$ cat src/rtl/muldiv_unit_pkg.sv
// Shared op codes, FSM state encodings and op-decode helpers for the HI/LO multiply/divide unit.
package muldiv_unit_pkg;

  typedef enum logic [1:0] {
    MD_MULT  = 2'b00,
    MD_MULTU = 2'b01,
    MD_DIV   = 2'b10,
    MD_DIVU  = 2'b11
  } md_op_e;

  typedef enum logic [1:0] {
    IDLE = 2'b00,
    CALC = 2'b01,
    FIX  = 2'b10,
    DONE = 2'b11
  } md_state_e;

  function automatic logic op_is_signed(input logic [1:0] op);
    return (op == MD_MULT) || (op == MD_DIV);
  endfunction

  function automatic logic op_is_div(input logic [1:0] op);
    return op[1];
  endfunction

endpackage

$ cat src/rtl/muldiv_unit_sign_fix.sv
// Conditional two's-complement negation: yields the magnitude of a signed operand,
// or re-applies a sign to an unsigned result.
module muldiv_sign_fix #(
  parameter int WIDTH = 32
) (
  input  logic [WIDTH-1:0] i_val,
  input  logic             i_neg,
  output logic [WIDTH-1:0] o_val
);

  assign o_val = i_neg ? (~i_val + WIDTH'(1)) : i_val;

endmodule

$ cat src/rtl/muldiv_unit.sv
// Iterative HI/LO multiply/divide unit (radix-2 shift-add multiply, restoring divide).
// Define MULDIV_DIV_EN to build the divider; otherwise div/divu complete at once with op_err.
module muldiv_unit
  import muldiv_unit_pkg::*;
#(
  parameter int WIDTH = 32
) (
  input  logic             clk,
  input  logic             reset,
  input  logic             start,
  input  logic [1:0]       op,
  input  logic [WIDTH-1:0] src_a,
  input  logic [WIDTH-1:0] src_b,
  input  logic             hi_we,
  input  logic             lo_we,
  input  logic [WIDTH-1:0] wdata,
  output logic             busy,
  output logic             done,
  output logic [WIDTH-1:0] hi,
  output logic [WIDTH-1:0] lo,
  output logic             div_by_zero,
  output logic             op_err
);

  localparam int CW = $clog2(WIDTH);

  md_state_e          r_state, w_next;
  logic [CW-1:0]      r_cnt;
  logic [WIDTH-1:0]   r_hi, r_lo;
  logic [WIDTH-1:0]   r_hi_acc, r_lo_acc, r_a_mag;
  logic               r_neg_q;
  logic               w_sgn, w_last;
  logic [WIDTH-1:0]   w_a_mag, w_b_mag;
  logic [WIDTH:0]     w_mul_sum;
  logic [2*WIDTH-1:0] w_prod_fix;

  assign w_sgn     = op_is_signed(op);
  assign w_last    = (r_cnt == CW'(WIDTH - 1));
  // r_a_mag holds the multiplicand for mult and the divisor for div.
  assign w_mul_sum = {1'b0, r_hi_acc} + (r_lo_acc[0] ? {1'b0, r_a_mag} : '0);

  muldiv_sign_fix #(.WIDTH(WIDTH)) u_mag_a (
    .i_val(src_a), .i_neg(w_sgn & src_a[WIDTH-1]), .o_val(w_a_mag));
  muldiv_sign_fix #(.WIDTH(WIDTH)) u_mag_b (
    .i_val(src_b), .i_neg(w_sgn & src_b[WIDTH-1]), .o_val(w_b_mag));
  muldiv_sign_fix #(.WIDTH(2*WIDTH)) u_fix_prod (
    .i_val({r_hi_acc, r_lo_acc}), .i_neg(r_neg_q), .o_val(w_prod_fix));

`ifdef MULDIV_DIV_EN
  logic             r_is_div, r_neg_r, r_b_zero, r_dbz;
  logic [WIDTH-1:0] r_src_a;
  logic [WIDTH:0]   w_shift;
  logic [WIDTH-1:0] w_diff, w_rem_fix, w_quo_fix;
  logic             w_ge;

  assign w_shift = {r_hi_acc, r_lo_acc[WIDTH-1]};
  assign w_ge    = (w_shift >= {1'b0, r_a_mag});
  // Partial remainder stays below the divisor, so W bits hold the difference.
  assign w_diff  = w_shift[WIDTH-1:0] - r_a_mag;

  muldiv_sign_fix #(.WIDTH(WIDTH)) u_fix_rem (
    .i_val(r_hi_acc), .i_neg(r_neg_r), .o_val(w_rem_fix));
  muldiv_sign_fix #(.WIDTH(WIDTH)) u_fix_quo (
    .i_val(r_lo_acc), .i_neg(r_neg_q), .o_val(w_quo_fix));

  assign div_by_zero = (r_state == DONE) && r_dbz;
  assign op_err      = 1'b0;
`else
  logic r_op_err;

  assign div_by_zero = 1'b0;
  assign op_err      = (r_state == DONE) && r_op_err;
`endif

  always_comb begin
    w_next = r_state;
    case (r_state)
      IDLE: begin
        if (start) begin
`ifdef MULDIV_DIV_EN
          w_next = CALC;
`else
          w_next = op_is_div(op) ? DONE : CALC;
`endif
        end
      end
      CALC:    if (w_last) w_next = FIX;
      FIX:     w_next = DONE;
      DONE:    w_next = IDLE;
      default: w_next = IDLE;
    endcase
  end

  always_ff @(posedge clk) begin
    if (reset) r_state <= IDLE;
    else       r_state <= w_next;
  end

  always_ff @(posedge clk) begin
    if (reset) begin
      r_cnt <= '0;
      r_hi  <= '0;
      r_lo  <= '0;
`ifdef MULDIV_DIV_EN
      r_dbz <= 1'b0;
`else
      r_op_err <= 1'b0;
`endif
    end else begin
      case (r_state)
        IDLE: begin
          if (hi_we) r_hi <= wdata;
          if (lo_we) r_lo <= wdata;
          if (start) begin
            r_cnt    <= '0;
            r_hi_acc <= '0;
            r_neg_q  <= w_sgn & (src_a[WIDTH-1] ^ src_b[WIDTH-1]);
`ifdef MULDIV_DIV_EN
            r_is_div <= op_is_div(op);
            r_neg_r  <= w_sgn & src_a[WIDTH-1];
            r_b_zero <= (src_b == '0);
            r_src_a  <= src_a;
            r_dbz    <= 1'b0;
            r_a_mag  <= op_is_div(op) ? w_b_mag : w_a_mag;
            r_lo_acc <= op_is_div(op) ? w_a_mag : w_b_mag;
`else
            r_op_err <= op_is_div(op);
            r_a_mag  <= w_a_mag;
            r_lo_acc <= w_b_mag;
`endif
          end
        end
        CALC: begin
          r_cnt <= w_last ? '0 : r_cnt + CW'(1);
`ifdef MULDIV_DIV_EN
          if (r_is_div) begin
            r_hi_acc <= w_ge ? w_diff : w_shift[WIDTH-1:0];
            r_lo_acc <= {r_lo_acc[WIDTH-2:0], w_ge};
          end else begin
            r_hi_acc <= w_mul_sum[WIDTH:1];
            r_lo_acc <= {w_mul_sum[0], r_lo_acc[WIDTH-1:1]};
          end
`else
          r_hi_acc <= w_mul_sum[WIDTH:1];
          r_lo_acc <= {w_mul_sum[0], r_lo_acc[WIDTH-1:1]};
`endif
        end
        FIX: begin
`ifdef MULDIV_DIV_EN
          if (r_is_div && r_b_zero) begin
            r_hi  <= r_src_a;
            r_lo  <= '1;
            r_dbz <= 1'b1;
          end else if (r_is_div) begin
            r_hi <= w_rem_fix;
            r_lo <= w_quo_fix;
          end else begin
            r_hi <= w_prod_fix[2*WIDTH-1:WIDTH];
            r_lo <= w_prod_fix[WIDTH-1:0];
          end
`else
          r_hi <= w_prod_fix[2*WIDTH-1:WIDTH];
          r_lo <= w_prod_fix[WIDTH-1:0];
`endif
        end
        default: ;
      endcase
    end
  end

  assign busy = (r_state == CALC) || (r_state == FIX);
  assign done = (r_state == DONE);
  assign hi   = r_hi;
  assign lo   = r_lo;

endmodule

$ cat config.mk
export PLATFORM = sky130hd
export DESIGN_NAME = muldiv_unit
export DESIGN_NICKNAME = d
export VERILOG_FILES = /design/src/rtl/muldiv_unit_pkg.sv /design/src/rtl/muldiv_unit_sign_fix.sv /design/src/rtl/muldiv_unit.sv
export SDC_FILE = /design/constraint.sdc
export NUM_CORES = 1
export LEC_CHECK = 0
export BUFFER_PORTS_ARGS = -buffer_cell sky130_fd_sc_hd__buf_2
export CAP_MARGIN = 15
export CORE_UTILIZATION = 33
export CTS_CLUSTER_SIZE = 8
export DETAILED_ROUTE_END_ITERATION = 8
export SLEW_MARGIN = 20
export SYNTH_ARGS = -nofsm -noshare
export SYNTH_HDL_FRONTEND = slang
export SYNTH_SLANG_ARGS = --single-unit
$ cat constraint.sdc
create_clock -name clk -period 6.24 [get_ports clk]
set_clock_uncertainty 0.1 [all_clocks]
set_input_delay 1.56 -clock clk [delete_from_list [all_inputs] [get_ports clk]]
set_output_delay 1.56 -clock clk [all_outputs]
set_load 0.1 [all_outputs]
==> results.yml, run 1 <==
placed_design:
  gp_congestion: 0.929
  dp_hpwl_um: 26700
  dpl.cell_count: 1849
  place_ws_ns: 2.08
  io_buffers: 169
  dpl_cell_area_sq_um: 12600
clock_tree:
  cts_made_buffers: 17
  cts_root_buf: "clkbuf_16"
  cts.htree.levels: 4
  clkSinkCount: 169
  clk_path_buf_depth: 2
  post_cts_buffers: 0
  cts_resized: 0
  hold_buffers: 0
  cts_tree: "built"
  clkLatencyLatePin_ns: 0.43
  clk_pin_slew_worst_paths_ns: 0.06
worst_setup_path:
  slowest_delay_ns: 0.84
  path_class: "input port to register"
  rr_endpoint: "hi[16]"
  r2r-start: "r_lo_acc[18]"
  crit_slowest_cell: "nor4_1"
  crit_family: "simple AND/OR/NAND/NOR gates"
  path_cells: "buf_2 > nor4_1 > nand2_1 > nor4_1 > a31oi_1 > xor2_1 > mux2_2"
  arrival_ns: 3.79
  r2r_setup_slack_ns: 2.56
  rr_worst_depth: 7
  crit_path_start_kind: "input port"
  cp_max_fo: 6
  endpoint_kind: "register"
  crit_path_start: "src_b[4]"
  critical_path.most_common_cell: "nor4_1"
  path_buf_inv: 1
  required_ns: 6.32
floorplanning:
  coreArea_sq_um: 33700
  die_w_um: 187
  io_pins: 171
  start_util_pct: 33.7
  core.rowCount: 67
  die_y_um: 187
  dieArea_sq_um: 35100
yosys:
  synth-main-ff-cell: "edfxtp_1"
  synthXorXnorAreaFrac_pct: 9.96
  synth-edff-count: 97
  syn_inst: 1298
  synthAdderAreaFrac_pct: 4.70
  synth-compound-area-share_pct: 21.1
  yosysSeqAreaShare_pct: 38.4
  ys_types: 69
  synth_top_family_by_area: "compound AO/OA/AOI/OAI gates"
  syn-num-nets: 1443
  synthSimpleGateAreaFrac_pct: 21.0
  yosys-mux-area-fraction_pct: 1.46
  yosys_warnings: 0
  synthArstFlopShare_pct: 0
  avgSynthCellArea_sq_um: 8.74
  synth_area_sq_um: 11300
  ys_ff_latch: 169
min_path:
  min_path_cells: 2
  hold_end: "r_op_err"
  hp-class: "register to register"
  hold_start: "r_op_err"
final_layout:
  post-route-util_pct: 39.2
  fin_nets: 1567
  multi_input_comb_area_sq_um: 6630
  fin_cells: 1888
  register_area_sq_um: 4350
  layout-drive-gt1-share_pct: 16.3
  finalInstanceArea_sq_um: 13200
  syn2layout_area_growth_pct: 16.3
  fillers: 3435
status:
  status: "finished clean"
route:
  vias: 10300
  drc: 0
  ant_nets: 0
  drtPass1Iterations: 5
  wl_per_cell_um: 18.1
  viasPerCell: 5.47
  wl_um: 34200
  first_iter_violations: 923
timing:
  hold_viol: 0
  whs_ns: 0.356
  worst_slew_pin_slew_ns: 1.09
  drv_slew: 0
  relSlewSlack_pct: 26.9
  finalCriticalPeriod_ns: 3.71
  layout_setup_ws_ns: 2.53
  setup_viol: 0
  max_freq_mhz: 270
  rsz0062_at_grt: "false"
  fin_tns_setup_ns: 0
  min_period_over_period_pct: 59.4
power:
  p_leak_nw: 5.01
  internal_power_mw: 3.03
  p_total_mw: 6.18
  p_per_area_nw_per_um2: 468
  pwr-share-seq_pct: 30.6
  p_sw_mw: 3.15
  pwr-share-clk_pct: 16.9
  vdd_drop_max_mv: 0.564
  p_sw_share_pct: 51.0
  combinationalPowerShare_pct: 52.5
global_route:
  grt_usage_pct: 19.0
  grt_max_degree: 113
  grt_pass1_wl_um: 52500
  grt_pass1_vias: 9263
  grt.overflow.total: 0
  antenna_found_initial: 5
run:
  drv_cap: 0
==> flip-flops by register name, indices dropped and copies added (netlist names) <==
register  cells
hi           32
r_state       2
r_cnt         5
r_lo_acc     32
r_hi_acc     32
r_a_mag      32
r_neg_q       1
r_op_err      1
lo           32
==> worst min-delay path, cell delays in order, from the launching register on <==
cell	delay (ns)
dfxtp_1	0.31
nand2_1	0.05
a21oi_1	0.05
==> logic make-up after synthesis <==
group,count (synthesis)
and+or+nand+nor,468
AOI/OAI and AO/OA,372
other,1
xor gates and xnor gates,129
buffers and inverters,101
adders and majority gates,42
muxes,16
DFF,169
==> synth_stat cells, drive strengths merged, types with 7 or more instances <==
cell type  number  share of area [%]
nor3b          24                1.6
inv            27               0.89
a211oi         23                1.5
o41ai          18                1.5
or3            14               0.82
a21oi          99                4.4
xor2           63                4.9
mux2i          12                1.1
nor2b           7               0.39
o31ai          27                1.8
nand2         110                3.6
nand2b         16               0.88
clkbuf         68                2.2
or4            19                1.4
nor2          125                4.1
and3            8               0.44
a221oi         12               0.93
dfxtp          72                 13
o21ai          94                4.1
o21a            7               0.46
nand3          16               0.71
nor4           16               0.88
o211ai         10               0.66
xnor2          66                5.1
a21o           12               0.79
edfxtp         97                 26
a31oi          15               0.83
ha             41                4.5
and2           55                3.0
a2111oi        13                1.0
o22ai           9               0.50
nor3           36                1.6
==> power by group through the flow <==
stage	clock network [mW]	logic, mW	registers [mW]
after floorplan	0	1.63	2.74
after global placement	0	3.16	1.91
after detailed placement	0	3.18	1.92
after CTS	1.06	3.19	1.89
after global routing	1.11	3.50	1.92
final	1.04	3.25	1.89
==> cell type report <==
| cell class | instances | share of cell area [%] |
|---|---|---|
| diodes | 5 | 0.0948 |
| clock inverters | 11 | 0.626 |
| inverters | 27 | 0.768 |
| flip-flops and latches | 169 | 33.0 |
| well taps | 448 | 4.25 |
| repair buffers | 179 | 7.19 |
| clock buffers | 21 | 3.81 |
| multi-input cells | 1028 | 50.3 |
==> layer usage <==
layer | routed length, um | global-route usage (%)
met1 | 16700 | 28.0
met2 | 14300 | 27.7
met3 | 2620 | 3.77
met4 | 546 | 5.44
met5 | 0 | 0
==> worst max-delay path by stage <==
stage / end / depth (start not counted) / slack (ns)
3_5_place_dp: r_a_mag[27] / 8 / 2.08
6_report: r_lo_acc[17] / 7 / 2.53
3_3_place_gp: r_a_mag[27] / 8 / 2.13
5_1_grt: hi[17] / 7 / 2.23
4_1_cts: hi[16] / 9 / 2.20
2_1_floorplan: r_hi_acc[0] / 4 / 0.81
==> placed cells by master, fill, tap and decap left out, types with 36 or more instances in the layout <==
cell type / instances
buf_2: 169
edfxtp_1: 97
nor2_1: 123
o21ai_0: 93
nor3_1: 36
ha_1: 39
and2_1: 55
dfxtp_1: 72
nand2_1: 110
xnor2_1: 66
xor2_1: 63
a21oi_1: 98
Power figures use the tool's default switching activity.
==> inputs of run 2 (changes only) <==
==> constraint.sdc (replaced) <==
create_clock -name clk -period 3.1 [get_ports clk]
set_clock_uncertainty 0.1 [all_clocks]
set_input_delay 0.775 -clock clk [delete_from_list [all_inputs] [get_ports clk]]
set_output_delay 0.775 -clock clk [all_outputs]
set_load 0.1 [all_outputs]
==> run 2 against run 1 <==
Against the previous run: flip-flop and latch count is the same; combinational power grew 130%; first-iteration DRC count shrank 3.0%; die area is the same; register-to-register slack lost 2.7 ns; critical path depth is the same; clock-buffer cell count shrank 2; the flow now finishes with violations (setup timing); critical path type is now register to register; utilization grew 4.6 points; routed wire length grew 6.0%; global-route usage grew 1.2 points; sequential power grew 92%; via count grew 6.0%.
==> results.yml, run 2 (synthesis results as in run 1) <==
status:
  violations: "setup timing"
  status: "finished with violations"
placed_design:
  dp_hpwl_um: 28700
  gp_congestion: 0.949
  io_buffers: 169
  place_ws_ns: -0.230
floorplanning:
  core.rowCount: 67
  die_w_um: 187
  coreArea_sq_um: 33700
  start_util_pct: 33.7
  io_pins: 171
  die_y_um: 187
  dieArea_sq_um: 35100
power:
  vdd_drop_max_mv: 0.809
  p_leak_nw: 5.89
  p_total_mw: 13.4
  p_per_area_nw_per_um2: 911
global_route:
  grt.overflow.total: 0
  grt_usage_pct: 20.2
  grt_pass1_wl_um: 55700
  grt_max_degree: 94
  antenna_found_initial: 5
  grt_pass1_vias: 10000
timing:
  drv_slew: 0
  finalCriticalPeriod_ns: 3.24
  min_period_over_period_pct: 104
  rsz0062_at_grt: "true"
  relSlewSlack_pct: 48.6
  hold_viol: 0
  setup_viol: 6
  max_freq_mhz: 309
  worst_slew_pin_slew_ns: 0.772
  layout_setup_ws_ns: -0.139
final_layout:
  layout_common_cells: "169 x buf_2, 163 x buf_4, 123 x nor2_1"
  layout_commonest_cell: "buf_2"
  fillers: 3316
  syn2layout_area_growth_pct: 29.9
  fin_nets: 1726
  layout-drive-gt1-share_pct: 27.4
clock_tree:
  cts_root_buf: "clkbuf_16"
  clk_path_buf_depth: 2
  clk_pin_slew_worst_paths_ns: 0.07
  clkSinkCount: 169
  cts_tree: "built"
  cts_made_buffers: 17
  clkLatencyLatePin_ns: 0.44
  cts.htree.levels: 4
worst_setup_path:
  r2r-start: "r_lo_acc[11]"
  crit_path_start_kind: "register"
  cp_max_fo: 4
  rr_endpoint: "hi[22]"
  required_ns: 3.32
  rr_worst_depth: 7
  path_class: "register to register"
  arrival_ns: 3.46
  endpoint_kind: "register"
  r2r_setup_slack_ns: -0.14
route:
  wl_per_cell_um: 17.7
  drtPass1Iterations: 5
  drc: 0
  vias: 10900
  wl_um: 36200
  ant_nets: 0
  viasPerCell: 5.35
  first_iter_violations: 895
min_path:
  hold_end: "hi[2]"
  hp-class: "register to register"
  min_path_cells: 2
  hold_start: "hi[2]"
run:
  drv_cap: 0
run 2: layout make-up:
type | count | area, sq um | area share, %
clock inverters | 13 | 141 | 0.959
diodes | 3 | 7.51 | 0.0509
multi-input cells | 1028 | 6950 | 47.1
clock buffers | 19 | 453 | 3.07
well taps | 448 | 561 | 3.80
flip-flops and latches | 169 | 4350 | 29.5
repair buffers | 338 | 2170 | 14.7
inverters | 27 | 101 | 0.688
run 2: worst max path at each step:
stage | start | endpoint | slack, ns | cells after the start
after floorplan | r_lo_acc[11] | hi[26] | -0.25 | 8
after global placement | r_lo_acc[11] | hi[26] | -0.15 | 7
after detailed placement | r_lo_acc[11] | hi[30] | -0.23 | 8
after CTS | r_lo_acc[19] | hi[26] | -0.19 | 7
after global routing | r_lo_acc[11] | hi[26] | -0.24 | 7
final | r_lo_acc[11] | hi[22] | -0.14 | 7
run 2: repair_timing:
action	4_1_cts	5_1_grt
hold endpoints to repair	0	0
pin swaps	11	24
buffers inserted	1	3
endpoints found under the setup margin	19	36
gates cloned	0	0
resized for setup	18	44
hold buffers	0	0
run 2: per-stage QoR:
step	area (sq um)	setup TNS [ns]	hold WS (ns)	cells	util, %
6_report	14700	-0.620	0.356	2045	43.7
3_5_place_dp	13800	-1.55	0.350	2006	40.9
4_1_cts	14500	-0.702	0.359	2039	43.0
2_1_floorplan	11400	-0.759	0.332	1298	-
3_3_place_gp	13800	-1.00	0.344	2006	40.9
5_1_grt	14700	-1.26	0.377	2042	43.7
run 2: report_power, final:
| group | internal [mW] | switching [mW] | total [mW] |
|---|---|---|---|
| clock | 1.24 | 0.946 | 2.18 |
| combinational | 2.36 | 5.27 | 7.62 |
| sequential | 3.17 | 0.451 | 3.62 |
| total | 6.76 | 6.67 | 13.4 |
run 2: per-layer routing:
metal	GRT usage (%)	routed length [um]	vias to the layer above
met1	28.8	17700	5148
met5	0	40	-
li1	-	-	5391
met4	6.00	688	6
met2	30.8	15600	355
met3	3.66	2210	47
run 2: critical path, stage by stage, from the launching register on:
cell,delay (ns)
edfxtp_1,0.39
or4_4,0.55
or4b_4,0.56
or3_4,0.35
or4_4,0.46
o21ai_0,0.21
xor2_1,0.10
a2111oi_0,0.40
